--- src/rtl/rv_pipe_pkg.sv ---
// Shared pipeline definitions: operand-mux select codes and the per-stage
// destination-register record carried through EX, MEM and WB.
package rv_pipe_pkg;

    localparam int RV_REG_AW = 5;

    localparam logic [1:0] FWD_RF   = 2'b00;
    localparam logic [1:0] FWD_MEM  = 2'b01;
    localparam logic [1:0] FWD_WB   = 2'b10;
    localparam logic [1:0] FWD_LINK = 2'b11;

    typedef struct packed {
        logic                 valid;
        logic [RV_REG_AW-1:0] rd;
        logic                 reg_write;
        logic                 is_load;
        logic                 is_link;
    } stage_rec_t;

    // A record "writes r" only for a live, non-x0 destination.
    function automatic logic rec_writes(input stage_rec_t rec, input logic [RV_REG_AW-1:0] r);
        return rec.valid && rec.reg_write && (rec.rd == r) && (r != '0);
    endfunction

endpackage

--- src/rtl/fwd_sel_calc.sv ---
// Operand-select calculation for one source operand, from the instruction
// currently in EX (lands in MEM next cycle) and the one in MEM (lands in WB).
module fwd_sel_calc
    import rv_pipe_pkg::*;
#(
    parameter int REG_AW = 5
) (
    input  logic [REG_AW-1:0] rs,
    input  logic              rs_used,
    input  stage_rec_t        ex_rec,
    input  stage_rec_t        mem_rec,
    output logic [1:0]        sel
);

    logic ex_hit;
    logic mem_hit;
    logic unused_mem_bits;

    assign ex_hit          = rs_used && rec_writes(ex_rec, rs);
    assign mem_hit         = rs_used && rec_writes(mem_rec, rs);
    assign unused_mem_bits = mem_rec.is_load ^ mem_rec.is_link;

    // The younger producer (EX) always wins; a load in EX cannot supply data
    // yet, so it falls through to MEM and the stall logic covers the gap.
    always_comb begin
        // NOTE: default first so every path assigns sel and no latch is inferred.
        sel = FWD_RF;
        if (ex_hit && ex_rec.is_link) begin
            sel = FWD_LINK;
        end else if (ex_hit && !ex_rec.is_load) begin
            sel = FWD_MEM;
        end else if (mem_hit) begin
            sel = FWD_WB;
        end
    end

endmodule

--- src/rtl/fwd_hazard_unit.sv ---
// Forwarding and load-use hazard control for the EX operand muxes of the
// 5-stage RV32I pipeline; selects are registered alongside ID/EX.
module fwd_hazard_unit
    import rv_pipe_pkg::*;
#(
    parameter int REG_AW   = 5,
    parameter int NUM_REGS = 32
) (
    input  logic              clk,
    input  logic              rst_n,
    input  logic              id_valid,
    input  logic [REG_AW-1:0] id_rs1,
    input  logic [REG_AW-1:0] id_rs2,
    input  logic              id_rs1_used,
    input  logic              id_rs2_used,
    input  logic [REG_AW-1:0] id_rd,
    input  logic              id_reg_write,
    input  logic              id_is_load,
    input  logic              id_is_link,
    input  logic              flush_ex,
    input  logic              freeze,
    output logic [1:0]        fwd_a_sel,
    output logic [1:0]        fwd_b_sel,
    output logic              load_use_stall,
    output logic              rf_bypass_a,
    output logic              rf_bypass_b
);

    localparam logic [REG_AW:0] NUM_REGS_W = (REG_AW + 1)'(NUM_REGS);

    stage_rec_t ex_rec;
    stage_rec_t mem_rec;
    stage_rec_t wb_rec;
    stage_rec_t id_rec;

    logic       rs1_live;
    logic       rs2_live;
    logic [1:0] next_a_sel;
    logic [1:0] next_b_sel;
    logic       unused_wb_bits;

    // An operand only matters for a real instruction reading an existing register.
    assign rs1_live = id_valid && id_rs1_used && ({1'b0, id_rs1} < NUM_REGS_W);
    assign rs2_live = id_valid && id_rs2_used && ({1'b0, id_rs2} < NUM_REGS_W);

    assign id_rec = '{valid:     id_valid,
                      rd:        id_rd,
                      reg_write: id_reg_write,
                      is_load:   id_is_load,
                      is_link:   id_is_link};

    fwd_sel_calc #(.REG_AW(REG_AW)) u_sel_a (
        .rs      (id_rs1),
        .rs_used (rs1_live),
        .ex_rec  (ex_rec),
        .mem_rec (mem_rec),
        .sel     (next_a_sel)
    );

    fwd_sel_calc #(.REG_AW(REG_AW)) u_sel_b (
        .rs      (id_rs2),
        .rs_used (rs2_live),
        .ex_rec  (ex_rec),
        .mem_rec (mem_rec),
        .sel     (next_b_sel)
    );

    // A redirect kills the consumer in ID anyway, so flush suppresses the stall.
    assign load_use_stall = ex_rec.is_load && !flush_ex &&
                            ((rs1_live && rec_writes(ex_rec, id_rs1)) ||
                             (rs2_live && rec_writes(ex_rec, id_rs2)));

    assign rf_bypass_a    = rs1_live && rec_writes(wb_rec, id_rs1);
    assign rf_bypass_b    = rs2_live && rec_writes(wb_rec, id_rs2);
    assign unused_wb_bits = wb_rec.is_load ^ wb_rec.is_link;

    always_ff @(posedge clk or negedge rst_n) begin
        if (!rst_n) begin
            ex_rec    <= '0;
            mem_rec   <= '0;
            wb_rec    <= '0;
            fwd_a_sel <= FWD_RF;
            fwd_b_sel <= FWD_RF;
        end else if (!freeze) begin
            // NOTE: non-blocking assignments let the records shift in one edge without ordering hazards.
            wb_rec  <= mem_rec;
            mem_rec <= ex_rec;
            if (flush_ex || load_use_stall) begin
                ex_rec    <= '0;
                fwd_a_sel <= FWD_RF;
                fwd_b_sel <= FWD_RF;
            end else begin
                ex_rec    <= id_rec;
                fwd_a_sel <= next_a_sel;
                fwd_b_sel <= next_b_sel;
            end
        end
    end

endmodule

--- config.mk ---
export PLATFORM = sky130hd
export DESIGN_NAME = fwd_hazard_unit
export DESIGN_NICKNAME = d
export VERILOG_FILES = /design/src/rtl/rv_pipe_pkg.sv /design/src/rtl/fwd_sel_calc.sv /design/src/rtl/fwd_hazard_unit.sv
export SDC_FILE = /design/constraint.sdc
export NUM_CORES = 1
export LEC_CHECK = 0
export CAP_MARGIN = 30
export CELL_PAD_IN_SITES_DETAIL_PLACEMENT = 1
export CELL_PAD_IN_SITES_GLOBAL_PLACEMENT = 2
export CORE_UTILIZATION = 36
export CTS_BUF_LIST = sky130_fd_sc_hd__clkbuf_8
export DETAILED_ROUTE_END_ITERATION = 8
export GPL_ROUTABILITY_DRIVEN = 0
export PLACE_DENSITY = 0.93
export SYNTH_ARGS = -nofsm -noshare
export SYNTH_HDL_FRONTEND = slang
export SYNTH_SLANG_ARGS = --single-unit
--- constraint.sdc ---
create_clock -name clk -period 3.98 [get_ports clk]
set_input_delay 0.995 -clock clk [delete_from_list [all_inputs] [get_ports clk]]
set_output_delay 0.995 -clock clk [all_outputs]
set_load 0.02 [all_outputs]
==> out/qor.csv <==
stage,metric,value,unit
final_layout,mostFrequentLayoutCells,"clkdlybuf4s50_1 (28), dfrtp_1 (27), buf_4 (17), xnor2_1 (16)",
floorplan,initial_core_util,37.4,%
routing,wirelength,3930,µm
routing,drtIter0Drc,51,
cts,cts_root_buf,clkbuf_8,
pwr,power.density,316,nW/µm²
floorplan,fp.dieArea,4420,µm²
global_routing,grtUsageMet2,36.5,%
synthesis,yosysUniqueCellTypes,26,
final_layout,layoutNonFillerInstCount,224,
setup_path,reg2reg_slack,1.91,ns
synthesis,synthCells,128,
global_routing,use_met3,2.91,%
pwr,swShare,28.5,%
floorplan,die_w,66.5,µm
timing,grt_setup_unrepaired,no,
routing,firstDrtPassIters,6,
synthesis,synth-seq-cells,27,
timing,fin_crit_sh,96.9,%
synthesis,syn_nets,153,
floorplan,ioPinCount,32,
cts,cts_buffers,3,
final_layout,areaGrowthSynthToFinish,33.3,%
routing,route.detailed.drc,0,
placed_design,pre_cts_slack,-0.0938,ns
timing,slew_viol_final,0,
timing,period_minus_slack,3.85,ns
cts,cts_max_level,1,
global_routing,grtUsageTotal,20.5,%
setup_path,end_kind,primary output,
final_layout,ff_latch_area,676,µm²
placed_design,numPortBuffers,31,
placed_design,place_inst,220,
pwr,p_int,452,µW
pwr,total_power,632,µW
cts,clk_latency,0.28,ns
timing,hold_viol,0,
pwr,power_frac_seq,52.1,%
routing,postRouteAntennaNets,0,
cts,cts_tree,yes,
global_routing,grt_max_degree,28,
timing,finalClockSkew,0.00367,ns
timing,max_clock_freq,259,MHz
synthesis,ys_seq_area_share,45.1,%
synthesis,ys_warn_count,0,
pwr,combPwrFrac,22.5,%
run_status,status,finished clean,
final_layout,fin_nets,200,
pwr,vdd_drop_max,157,µV
job,drv_cap,0,
timing,finalWorstSetupSlack,0.125,ns
routing,num_vias,1215,
pwr,clkPwrFrac,25.4,%
floorplan,die_y,66.5,µm
synthesis,syn_area,1500,µm²
global_routing,grt_pass1_wl,6660,µm
setup_path,crit_required,2.98,ns
floorplan,core,4000,µm²
routing,routed_via_density,5.42,
placed_design,placed_cell_area,1950,µm²
setup_path,crit_path_start_kind,input pin,
global_routing,grt_use_met1,25.4,%
cts,cts_buffer_depth,2,
floorplan,rows,23,
global_routing,antenna_found_initial,0,
cts,path_clk_slew,0.09,ns
final_layout,finish.utilization,49.9,%
timing,setup_viol,0,
cts,numClockSinks,27,
cts,postCtsHoldBufs,0,
final_layout,drive_gt1_share,22.4,%
final_layout,final_area,2000,µm²
final_layout,fillers,439,
pwr,power_leakage,0.000881,µW
setup_path,critPathKind,in2out,
global_routing,busiest_layer,met2,
hold_path,hp-class,reg2reg,
pwr,switchingPower,180,µW
final_layout,multi_input_area,771,µm²
setup_path,worstPathArrival,2.86,ns
global_routing,grt_pass1_vias,1322,
final_layout,diodes,0,
placed_design,place_hpwl,3150,µm
routing,avgRoutedWirePerCell,17.6,µm
setup_path,path_max_fanout,2,
final_layout,layout_commonest_cell,clkdlybuf4s50_1,
synthesis,syn_avg_cell_area,11.7,µm²
timing,worst_pin_slew,0.511,ns
global_routing,grt.overflow.total,0,
timing,slew_headroom,65.8,%
==> power by group through the flow <==
stage                     Clock [µW]  Combinational [µW]  Sequential [µW]
after floorplan                    0                81.2              325
after global placement             0                 135              332
after detailed placement           0                 142              335
after CTS                        163                 143              330
after global routing             175                 156              334
final                            160                 142              329
==> Yosys cell counts, drive strengths merged <==
cell type / instances / area [µm²]
a22o: 9 / 78.8
a32o: 4 / 41.3
buf: 3 / 27.5
clkbuf: 2 / 11.3
dfrtp: 27 / 676
dlygate4sd1: 1 / 8.76
inv: 1 / 3.75
mux2: 14 / 158
nand2: 8 / 30.0
nand3: 2 / 10.0
nand4: 5 / 31.3
nor2: 4 / 15.0
nor3: 2 / 10.0
nor4: 4 / 37.5
o211a: 3 / 30.0
o211ai: 2 / 15.0
o21a: 1 / 7.51
o21ai: 2 / 10.0
or4: 4 / 33.8
xnor2: 16 / 140
xor2: 14 / 123
==> kinds of logic after synthesis <==
group	count (synthesis)	synth area share, %
and+or+nand+nor	29	11.2
buffers and inverters	7	3.42
muxes	14	10.5
DFF	27	45.1
xor gates and xnor gates	30	17.5
AOI/OAI and AO/OA	21	12.2
==> worst paths after layout <==
kind                                     startpoint                       end  depth (start not counted)
max                                       id_rs1[1]            load_use_stall                          7
min                        fwd_a_sel[1]$_DFFE_PN0N_  fwd_a_sel[1]$_DFFE_PN0N_                          1
max reg2reg                   ex_rec[7]$_DFFE_PN0N_  fwd_a_sel[1]$_DFFE_PN0N_                          6
min reg2reg                fwd_a_sel[1]$_DFFE_PN0N_  fwd_a_sel[1]$_DFFE_PN0N_                          1
max in group asynchronous                     rst_n     ex_rec[4]$_DFFE_PN0N_                          2
min in group asynchronous                     rst_n     ex_rec[8]$_DFFE_PN0N_                          2
==> per-layer routing <==
layer / up-vias / wire, µm
met4: 0 / 52
li1: 564 / -
met2: 26 / 2010
met3: 6 / 117
met5: - / 0
met1: 619 / 1750
==> per-stage QoR <==
stage          hold slack [ns]  TNS, ns
2_1_floorplan            0.479        0
6_report                 0.495        0
5_1_grt                  0.523        0
4_1_cts                  0.501        0
3_5_place_dp             0.479   -0.122
3_3_place_gp             0.476  -0.0537
==> cell type report <==
class | count | share of cell area (%)
Sequential cell | 27 | 33.8
Multi-Input combinational cell | 94 | 38.6
Clock buffer | 3 | 2.07
Timing Repair Buffer | 48 | 21.9
Clock inverter | 1 | 0.251
Inverter | 1 | 0.188
Tap cell | 50 | 3.13
==> worst max-delay path: stages <==
cell             delay, ns
clkdlybuf4s50_1       0.47
or4_1                 0.58
o211a_1               0.26
nand2_1               0.10
o21a_1                0.11
nor2_1                0.03
dlygate4sd2_1         0.31
==> flip-flops by register name, summed over array words and instances, names as in the netlist <==
| register | cells |
|---|---|
| fwd_b_sel | 2 |
| mem_rec | 7 |
| fwd_a_sel | 2 |
| ex_rec | 9 |
| wb_rec | 7 |
==> timing repair <==
item / 4_1_cts / 5_1_grt
gates resized for setup: 2 / 1
setup buffers: 0 / 0
gates cloned: 0 / 0
setup endpoints to repair: 2 / 1
endpoints found under the hold margin: 0 / 0
(Power assumes the default switching activity.)
